## config.mk

```make
export PLATFORM = sky130hd
export DESIGN_NAME = inv_shiftrows_flat
export DESIGN_NICKNAME = d
export VERILOG_FILES = /design/src/rtl/inv_shiftrows_if.sv /design/src/rtl/inv_shiftrows.sv /design/src/flat_wrapper.sv
export SDC_FILE = /design/constraint.sdc
export NUM_CORES = 1
export LEC_CHECK = 0
export BUFFER_PORTS_ARGS = -buffer_cell sky130_fd_sc_hd__buf_2
export CAP_MARGIN = 20
export CORE_ASPECT_RATIO = 1.2
export CORE_MARGIN = 1
export CORE_UTILIZATION = 54
export DETAILED_ROUTE_END_ITERATION = 12
export GPL_ROUTABILITY_DRIVEN = 0
export HOLD_SLACK_MARGIN = 0.06
export PLACE_DENSITY = 0.7
export SYNTH_ARGS = -nofsm -noshare
export SYNTH_HDL_FRONTEND = slang
export SYNTH_SLANG_ARGS = --single-unit
```

## constraint.sdc

```tcl
create_clock -name clock -period 3.5 [get_ports clock]
set_input_delay 0.35 -clock clock [delete_from_list [all_inputs] [get_ports clock]]
set_output_delay 0.35 -clock clock [all_outputs]
set_load 0.005 [all_outputs]
```

## src/rtl/inv_shiftrows_if.sv

```systemverilog
// Byte-stream bus between the AES inverse-cipher stages: one state byte per beat,
// valid-only (no backpressure), with an end-of-block marker on the output side.
interface inv_shiftrows_if;
    logic [7:0] inbyte;
    logic       enable;
    logic [7:0] outbyte;
    logic       ready;
    logic       last;

    modport slave (
        input  inbyte,
        input  enable,
        output outbyte,
        output ready,
        output last
    );

    modport master (
        output inbyte,
        output enable,
        input  outbyte,
        input  ready,
        input  last
    );
endinterface

```

## src/rtl/inv_shiftrows.sv

```systemverilog
// Byte-serial AES (Inv)ShiftRows with ping-pong 16-byte banks; first output byte one cycle
// after the 16th input edge, 16 back-to-back output beats; no backpressure, input never stalls.
module inv_shiftrows #(
    parameter bit INVERSE = 1'b1
) (
    input  logic           clock,
    input  logic           resetn,
    inv_shiftrows_if.slave bus
);

    localparam logic [0:0] ST_IDLE   = 1'b0;
    localparam logic [0:0] ST_STREAM = 1'b1;

    // Source byte for output position n lives at nibble n; listed from n=15 down to n=0.
    localparam logic [63:0] INV_LUT = {4'd3,  4'd6,  4'd9,  4'd12, 4'd15, 4'd2,  4'd5,  4'd8,
                                       4'd11, 4'd14, 4'd1,  4'd4,  4'd7,  4'd10, 4'd13, 4'd0};
    localparam logic [63:0] FWD_LUT = {4'd11, 4'd6,  4'd1,  4'd12, 4'd7,  4'd2,  4'd13, 4'd8,
                                       4'd3,  4'd14, 4'd9,  4'd4,  4'd15, 4'd10, 4'd5,  4'd0};
    localparam logic [63:0] MAP_LUT = INVERSE ? INV_LUT : FWD_LUT;

    logic [7:0] mem_q [2][16];
    logic [7:0] mem_d [2][16];
    logic [3:0] wcnt_q, wcnt_d;
    logic [3:0] rcnt_q, rcnt_d;
    logic       bank_q, bank_d;
    logic [0:0] state_q, state_d;
    logic [7:0] outbyte_q, outbyte_d;
    logic       ready_q, ready_d;
    logic       last_q, last_d;

    logic       blk_done;
    logic [3:0] rd_idx;

    assign blk_done = bus.enable && (wcnt_q == 4'd15);
    assign rd_idx   = MAP_LUT[{rcnt_q, 2'b00} +: 4];

    always_comb begin
        mem_d     = mem_q;
        wcnt_d    = wcnt_q;
        rcnt_d    = rcnt_q;
        bank_d    = bank_q;
        state_d   = state_q;
        outbyte_d = outbyte_q;
        ready_d   = 1'b0;
        last_d    = 1'b0;

        if (bus.enable) begin
            mem_d[bank_q][wcnt_q] = bus.inbyte;
            wcnt_d                = wcnt_q + 4'd1;
        end

        // The reader always uses the bank opposite the one being filled.
        if (state_q == ST_STREAM) begin
            outbyte_d = mem_q[~bank_q][rd_idx];
            ready_d   = 1'b1;
            last_d    = (rcnt_q == 4'd15);
            rcnt_d    = rcnt_q + 4'd1;
            if (rcnt_q == 4'd15) begin
                state_d = ST_IDLE;
            end
        end

        // A completion on the final stream edge overrides the return to IDLE: no bubble.
        if (blk_done) begin
            bank_d  = ~bank_q;
            state_d = ST_STREAM;
            rcnt_d  = 4'd0;
        end
    end

    always_ff @(posedge clock) begin
        mem_q <= mem_d;
    end

    always_ff @(posedge clock or negedge resetn) begin
        if (!resetn) begin
            wcnt_q    <= 4'd0;
            rcnt_q    <= 4'd0;
            bank_q    <= 1'b0;
            state_q   <= ST_IDLE;
            outbyte_q <= 8'h00;
            ready_q   <= 1'b0;
            last_q    <= 1'b0;
        end else begin
            wcnt_q    <= wcnt_d;
            rcnt_q    <= rcnt_d;
            bank_q    <= bank_d;
            state_q   <= state_d;
            outbyte_q <= outbyte_d;
            ready_q   <= ready_d;
            last_q    <= last_d;
        end
    end

    assign bus.outbyte = outbyte_q;
    assign bus.ready   = ready_q;
    assign bus.last    = last_q;

endmodule
```

## src/flat_wrapper.sv

```systemverilog
// flat-port wrapper written by rule: the top's interface ports become plain ports
module inv_shiftrows_flat 
#(
    parameter bit INVERSE = 1'b1
)
  (clock, resetn, bus_inbyte, bus_enable, bus_outbyte, bus_ready, bus_last);
  inv_shiftrows_if bus_i ();
  input  logic clock;
  input  logic resetn;
  input wire logic [$bits(bus_i.inbyte)-1:0] bus_inbyte;
  input wire logic [$bits(bus_i.enable)-1:0] bus_enable;
  output wire logic [$bits(bus_i.outbyte)-1:0] bus_outbyte;
  output wire logic [$bits(bus_i.ready)-1:0] bus_ready;
  output wire logic [$bits(bus_i.last)-1:0] bus_last;
  assign bus_i.inbyte = bus_inbyte;
  assign bus_i.enable = bus_enable;
  assign bus_outbyte = bus_i.outbyte;
  assign bus_ready = bus_i.ready;
  assign bus_last = bus_i.last;
  inv_shiftrows #(.INVERSE(INVERSE)) u_core (.clock(clock), .resetn(resetn), .bus(bus_i));
endmodule
```

Word-level counts from Yosys, hierarchy flattened
Cells that the tools add are included.
{ "classes": {"shifts": 1, "order_cmp": 6, "reduce_logical": 4, "mux": 18, "add_sub_neg": 2, "eq_ne": 2, "bitwise": 5} }
{ "ops": {"columns": ["op", "count"], "rows": [
  ["$mux W128", 4],
  ["$bwmux W256", 1],
  ["$demux W128 S1", 1],
  ["$shiftx A64 B7 Y4 const A", 1],
  ["$bmux W8 S4", 1],
  ["$demux W8 S4", 1],
  ["$mux W8", 3],
  ["$ge A5 B5 Y1 const B", 2],
  ["$not A4 Y5", 2],
  ["$add A4 B1 Y4 const B", 2],
  ["$eq A4 B4 Y1 const B", 2],
  ["$mux W4", 2],
  ["$lt A5 B1 Y1 const B", 1],
  ["$mux W1", 5],
  ["$ge A2 B2 Y1 const B", 2],
  ["$not A1 Y2", 2],
  ["$logic_and A1 B1 Y1", 3],
  ["$lt A2 B1 Y1 const B", 1],
  ["$reduce_bool A2 Y1", 1],
  ["$not A1 Y1", 1]
]} }
{ "word_totals": {"regBits": 276, "wordCells": 77} }

Depth between registers and ports, before layout
Gate-level depths: netlist of the first run.
{ "depth": {"ltp_word": 8, "ltp_mapped": 9} }

Least setup slack after synthesis of the first run
No wires, ideal clock.
{ "synth_path": {"path_type": "reg-to-reg", "from": "register u_core.bank_q (netlist name)", "to": "register u_core.mem_q[112] in the netlist's numbering (enable)", "setup_time_ns": 0.383, "path_buffers": 5, "stages_incl_launch_ff": 8, "setup_slack_ns": 1.288, "required_time_ns": 3.117, "arrival_ns": 1.829, "path_cell_list": "dfrtp_1 -> buf_6 -> buf_8 -> buf_6 -> buf_6 -> buf_4 -> nand3_1 -> nor3_1"} }
{ "synth_lines": {"columns": ["item", "line", "source"], "rows": [
  ["end signal: assignment", "inv_shiftrows.sv:72", "mem_q <= mem_d;"],
  ["end: declaration", "inv_shiftrows.sv:21", "logic [7:0] mem_q [2][16];"]
]} }

Final worst setup path of the first run
{ "layout_path": {"from": "register u_core.rcnt_q[0]", "to": "register u_core.outbyte_q[4], in the netlist u_core.bus.outbyte[4]"} }
{ "layout_via": {"elab_chain_len": 5} }
{ "layout_rtl": {"columns": ["item", "line", "source"], "rows": [
  ["start: declaration", "inv_shiftrows.sv:24", "logic [3:0] rcnt_q, rcnt_d;"],
  ["start signal: assignment", "inv_shiftrows.sv:86", "rcnt_q <= rcnt_d;"],
  ["$shiftx A64 B7 Y4", "inv_shiftrows.sv:35", "assign rd_idx = MAP_LUT[{rcnt_q, 2'b00} +: 4];"],
  ["$not A4 Y5", "inv_shiftrows.sv:54", "outbyte_d = mem_q[~bank_q][rd_idx];"],
  ["$bmux W8 S4", "inv_shiftrows.sv:54", null],
  ["$mux W8 (implied by the code) (2 in series)", "inv_shiftrows.sv:54", null],
  ["end signal: assignment", "inv_shiftrows.sv:89", "outbyte_q <= outbyte_d;"],
  ["end: declaration", "inv_shiftrows.sv:27", "logic [7:0] outbyte_q, outbyte_d;"]
]} }
No other way between the ends. The select of a mux whose other input is x is not followed.
A chain may end at the register's enable or synchronous reset.

==> out/metrics.csv, run 1 <==
metric,value,unit
Area Growth Syn to Fin,11.83,%
post-layout power,9757,uW
Worst Setup End Kind,flip-flop,
Synth Warn #,0,
clock sinks,276,
1st-iter DRT viols,519,
RSZ-0062 raised after global routing,false,
final net count,643,
Worst slew margin,38.07,%
gr usage total,23.27,%
port bufs,20,
syn nets,599,
Final Cycle Share,81.29,%
largest area contributor in the synthesized netlist,edfxtp_1,
Worst Hold Class,primary input to flip-flop,
site row count,56,
footprint of the multi-input gates,2653,um2
Avg Inst Size Synth,18.95,um2
leakage,0.004096,uW
later-pin clock latency in the skew report,0.52,ns
startpoint types,flip-flop,
CTS Buf Count,26,
Setup WS pre-CTS,0.6062,ns
Die ar.,21040,um2
Fillers,1366,
H-tree lvl count,1,
number of nets with antenna violations after routing,0,
fin util,62.32,%
drt drc,0,
slack of the critical path,0.6548,ns
Final Hold Fails,0,
status,"complete, no violations",
"EDFF count, synth",256,
Cells after Synth,583,
Max-Cap Viols,0,
CP Cell Sequence,buf_4 > or2_2 > o22ai_1 > a2111oi_0 > o22ai_1 > a32oi_1,
distinct cell type count after synthesis,47,
synth top area cells,"edfxtp_1 70%, mux4_2 8.2%, dfrtp_1 4.5%, mux2i_1 3.2%, mux4_1 1.7%",
number of global-route vias before repair,5718,
Starting Density,55.72,%
clock slew at reported path FFs,0.06,ns
largest net degree at the start of global routing,38,
"Seq/Total Area, Yosys",74.10,%
grt ovf,0,
"Top FF cell, synth",edfxtp_1,
Critical Path Most Common Cell,o22ai_1,
Synth async-reset ratio,7.246,%
final wirelength,23.29,mm
cts repair resizes,0,
initial antenna violation count,1,
CP Class,flip-flop to flip-flop,
Seq. cell area,8193,um2
Detailed Place HPWL,14.66,mm
crit path time final,2.845,ns
CTS Hold Buffers Added,1,
CTS tree,built,
# Post-CTS Setup Buffers,0,
Worst Skew,0.007273,ns
family with the most delay on the worst path,compound AO/OA/AOI/OAI gates,
worst path required time,3.92,ns
first-pass GRT wire length,35.04,mm
CP bufs+invs,1,
layout cells sized above 1,20.87,%
Via density,6.166,
"Arr. time, crit path",3.26,ns
Max Fclk,351.5,MHz
Peak VDD IR,0.4445,mV
PD cells,789.6,nW/um2
clock root buffer,clkbuf_16,
die width,132.6,um
Initial DRT Pass Iterations,4,
Final setup viols,0,
Max stage delay on crit path,0.90,ns
crit path max fanout,31,
"Slew Viols, Final",0,
io pins,21,
slew at the pin closest to its max-slew limit,0.9289,ns
Die Span Y,158.7,um
cell at the slowest stage of the critical path,dfrtp_2,
drt wl/cell,25.62,um
core area,19830,um2
"flops & latches, synth",276,
clock tree buffer depth,3,
Synth top area share,69.57,%
setup_tns,0,ns
"Cell Area, Synth",11050,um2
Vias,5605,
worst register-to-register path, delay by kind of cell (launching register included):
family,cells,cell delay [ns]
compound gates,4,1.19
flops,1,0.90
simple gates,1,0.22
buf+inv,1,0.43
worst paths after layout:
kind | start | end | slack (ns) | cells past startpoint
worst max-delay path | u_core.rcnt_q[0] | u_core.bus.outbyte[4] | 0.65 | 6
worst min register to register | u_core.wcnt_q[0] | u_core.wcnt_q[0] | 0.56 | 1
max in group asynchronous | resetn | u_core.bank_q | 2.81 | 2
worst min-delay path | bus_enable | u_core.wcnt_q[0] | 0.14 | 2
min in group asynchronous | resetn | u_core.rcnt_q[2] | 0.32 | 2
worst max register to register | u_core.rcnt_q[0] | u_core.bus.outbyte[4] | 0.65 | 6
routing by layer:
metal | part of all wire (%) | vias up | GRT usage, %
li1 | - | 2451 | -
met4 | 3.1 | 0 | 8.539
met3 | 6.5 | 61 | 3.852
met2 | 49 | 235 | 38.77
met5 | 0 | - | 0
met1 | 41 | 2858 | 31.26
power breakdown:
group	switching [uW]	internal [uW]
Clock	1150	1630
Combinational	1430	1220
Sequential	417	3910
synthesized netlist by cell type, drive strengths merged (5+ instances only):
library cell  number
edfxtp           256
mux4              47
mux2i             35
nor2              31
buf               20
dfrtp             20
and2              15
a21oi             11
clkbuf            11
nand2             11
nand3             11
nor2b             11
mux2               9
o21ai              9
a211oi             8
nor3               7
and3               6
o22ai              6
a221oi             5
ha                 5
nand2b             5
through the flow:
step	cells	cell area [um2]	hold slack, ns
floorplan	583	11050	0.05441
global placement	859	11490	0.3389
detailed placement	859	11490	0.3372
CTS	908	12350	0.1288
global route	908	12350	0.1597
finish	909	12360	0.1449
placed cells by master (no fill, tap or decap), drive strengths merged, types with 5 or more instances in the layout:
cell type,instances
a211oi,8
a21oi,11
a221oi,5
and2,15
and3,6
buf,46
clkbuf,33
clkinv,11
dfrtp,20
edfxtp,256
ha,5
mux2,9
mux2i,35
mux4,47
nand2,11
nand2b,5
nand3,11
nor2,31
nor2b,11
nor3,7
o21ai,9
o22ai,6
sequential cells by signal (all words and copies together) (netlist names):
| name | cells |
|---|---|
| u_core.bus.ready | 1 |
| u_core.rcnt_q | 4 |
| u_core.wcnt_q | 4 |
| u_core.mem_q | 256 |
| u_core.bank_q | 1 |
| u_core.bus.last | 1 |
| u_core.state_q | 1 |
| u_core.bus.outbyte | 8 |
kinds of logic (layout without fill, tap and decap cells):
group / after synthesis / after routing / share of synthesized area (%)
flip-flops: 276 / 276 / 74.10
AND/OR/NAND/NOR: 103 / 103 / 4.699
multiplexers: 91 / 91 / 13.91
AO/OA/AOI/OAI: 66 / 66 / 4.201
buffers and inverters: 34 / 98 / 1.891
XOR/XNOR: 8 / 8 / 0.6341
adder cells (fa/ha/maj): 5 / 5 / 0.5662
other: 0 / 1 / 0
cell type report:
class / instances / area share [%]
Timing Repair Buffer: 47 / 2.572
Multi-Input combinational cell: 273 / 21.47
Clock inverter: 15 / 1.256
Inverter: 3 / 0.09113
Antenna cell: 1 / 0.02025
Tap cell: 261 / 2.643
Clock buffer: 33 / 5.650
Sequential cell: 276 / 66.30
No activity file was read; power rests on OpenSTA's default activity.
==> inputs of run 2 (changes only) <==
ABC_AREA = 1   (was unset)
PLACE_DENSITY = 0.73   (was 0.7)
clock period = 2.6 ns   (was 3.5 ns; I/O delays follow)
==> run 2 against run 1 <==
Global-route usage is 1.7 points higher; design area up 6.9%; via count is 42% higher; sequential power grew 30%; sequential share of layout area shrank 4.3 points; sequential cell count unchanged; synthesized cell count is 91% higher; register-to-register slack worse by 0.31 ns; routed wire length is 15% higher; cell count rose by 59%; combinational power is 94% higher; power rose by 49%; largest power group unchanged.
==> out/metrics.csv, run 2 <==
metric,value,unit,change
"Seq/Total Area, Yosys",69.39,%,-4.7 points
Post-Synth XOR/XNOR Area,0.7422,%,+0.11 points
"EDFF count, synth",256,,unchanged
FF-to-FF Start,u_core.bank_q,,
most frequent cell after synthesis,nand2_1,,
Vias,7937,,+42%
largest net degree at the start of global routing,65,,+71%
Starting Density,55.69,%,about the same
port bufs,20,,unchanged
first-pass GRT wire length,41.90,mm,+20%
"flops & latches, synth",276,,unchanged
Synth async-reset ratio,7.246,%,unchanged
synth top area cells,"edfxtp_1 65%, nand2_1 12%, nand3_1 7.7%, dfrtp_1 4.2%, inv_1 3.3%",,
Worst Setup End Kind,flip-flop,,
Simple-Gate Fraction of Synth Area,22.86,%,+18 points
status,"complete, no violations",,
crit path max fanout,33,,+6.5%
Avg Inst Size Synth,10.60,um2,-44%
1st-iter DRT viols,752,,+45%
layout cells sized above 1,11.09,%,-9.8 points
grt ovf,0,,unchanged
Die Span Y,163.9,um,+3.3%
Area Growth Syn to Fin,11.93,%,about the same
most frequent cells in the layout,"392 x nand2_1, 256 x edfxtp_1, 182 x nand3_1",,
Synth Warn #,0,,unchanged
cts repair resizes,0,,unchanged
mux contribution to synthesized area,0,%,-14 points
clock tree buffer depth,3,,unchanged
Cells after Synth,1113,,+91%
drt wl/cell,18.54,um,-28%
H-tree lvl count,1,,unchanged
Worst slew margin,46.47,%,+8.4 points
CTS tree,built,,
distinct cell type count after synthesis,30,,-36%
core area,21190,um2,+6.9%
"Cell Area, Synth",11800,um2,+6.8%
most flop-heavy register,u_core.mem_q,,
clock slew at reported path FFs,0.07,ns,about the same
clock root buffer,clkbuf_16,,
setup_tns,0,ns,unchanged
crit path time final,2.250,ns,-0.5948 ns
Max-Cap Viols,0,,unchanged
slew at the pin closest to its max-slew limit,0.7990,ns,-0.1300 ns
most frequent cells after synthesis,"392 x nand2_1, 256 x edfxtp_1, 182 x nand3_1",,
die width,136.9,um,+3.3%
reg2reg end,u_core.bus.outbyte[2],,
fin util,62.33,%,about the same
max FFs per register,256,,unchanged
CTS Hold Buffers Added,2,,+1
path depth of the worst reg2reg path,9,,+3
initial antenna violation count,0,,-1
PD cells,1098,nW/um2,+39%
site row count,58,,+3.6%
Peak VDD IR,0.7909,mV,+78%
clock sinks,276,,unchanged
syn nets,1129,,+88%
R2R setup slack,0.35,ns,-0.31 ns
drt drc,0,,unchanged
# diodes,0,,-1
leakage,0.005451,uW,+33%
io pins,21,,unchanged
worst path required time,3.07,ns,-0.85 ns
Max Fclk,444.4,MHz,+26%
later-pin clock latency in the skew report,0.53,ns,about the same
startpoint types,flip-flop,,
"most common cell after layout, fill and taps aside",nand2_1,,
Via density,5.504,,-11%
largest area contributor in the synthesized netlist,edfxtp_1,,
# Post-CTS Setup Buffers,0,,unchanged
Synth top area share,65.15,%,-4.4 points
Synth Area in Compound Gates,0.5938,%,-3.6 points
Final setup viols,0,,unchanged
Final Cycle Share,86.56,%,+5.3 points
Final Hold Fails,0,,unchanged
Worst Skew,0.02372,ns,+0.01645 ns
RSZ-0062 raised after global routing,false,,
Fillers,1662,,+22%
main combinational cell family by area after synthesis,simple AND/OR/NAND/NOR gates,,
"Top FF cell, synth",edfxtp_1,,
post-synthesis adder-cell area fraction,0.5302,%,-0.036 points
final wirelength,26.73,mm,+15%
Worst Hold Class,primary input to async pin,,
number of global-route vias before repair,7799,,+36%
"Slew Viols, Final",0,,unchanged
Detailed Place HPWL,16.37,mm,+12%
final net count,1168,,+82%
"Arr. time, crit path",2.72,ns,-0.54 ns
Die ar.,22450,um2,+6.7%
number of nets with antenna violations after routing,0,,unchanged
CP Class,flip-flop to flip-flop,,
CTS Buf Count,26,,unchanged
Initial DRT Pass Iterations,5,,+1
gr usage total,24.99,%,+1.7 points
-- run 2: final cells by class --
| class | count | area [um2] | share of cell area (%) |
|---|---|---|---|
| Clock buffer | 32 | 714.4 | 5.409 |
| Clock inverter | 16 | 143.9 | 1.089 |
| Sequential cell | 276 | 8193 | 62.03 |
| Timing Repair Buffer | 68 | 490.5 | 3.714 |
| Tap cell | 270 | 337.8 | 2.558 |
| Inverter | 108 | 410.4 | 3.107 |
| Multi-Input combinational cell | 672 | 2918 | 22.09 |
-- run 2: how the worst max path moves through the flow --
stage	start	end	slack, ns
2_1_floorplan	u_core.bank_q	u_core.mem_q[104]	0.71
3_3_place_gp	u_core.bank_q	u_core.bus.outbyte[1]	0.45
3_5_place_dp	u_core.bank_q	u_core.bus.outbyte[1]	0.43
4_1_cts	u_core.bank_q	u_core.bus.outbyte[2]	0.41
5_1_grt	u_core.bank_q	u_core.bus.outbyte[2]	0.21
6_report	u_core.bank_q	u_core.bus.outbyte[2]	0.35
-- run 2: logic make-up (layout without fill, tap and decap cells) --
| group | after synthesis | count (layout) |
|---|---|---|
| buffers and inverters | 165 | 224 |
| flip-flops | 276 | 276 |
| adder cells (fa/ha/maj) | 5 | 5 |
| AND/OR/NAND/NOR | 647 | 647 |
| AO/OA/AOI/OAI | 13 | 13 |
| XOR/XNOR | 7 | 7 |
-- run 2: per-stage QoR --
step	std cells	setup slack [ns]	hold WS (ns)	power (uW)	instance area (um2)
detailed placement	1392	0.4335	0.2695	10780	12330
global placement	1392	0.4512	0.2693	10710	12330
CTS	1442	0.4132	0.2347	14530	13210
floorplan	1113	0.7112	-0.03559	9165	11800
finish	1442	0.3495	0.2455	14510	13210
global route	1442	0.2125	0.2897	15290	13210
-- run 2: routing by layer --
metal	global-route usage [%]	vias up	share of wire (%)
li1	-	3747	-
met1	33.09	3833	41
met2	41.37	290	50
met3	2.469	67	5.5
met4	12.19	0	4.0
met5	0	-	0
-- run 2: worst max-delay path, stage by stage (launching register included) --
cell and delay [ns]:
dfrtp_4 0.63, clkinv_2 0.35, buf_4 0.37, nand2_1 0.09, nand3_1 0.09, nand3_1 0.16, nand3_1 0.16, nand3_1 0.15
nand3_1 0.09, nand2_1 0.09
-- run 2: power by group --
group | total, uW | switching [uW] | leakage [uW] | internal [uW]
combinational | 5130 | 3550 | 0.00248 | 1580
sequential | 5610 | 337 | 0.00254 | 5280
clock | 3760 | 1600 | 0.000422 | 2160
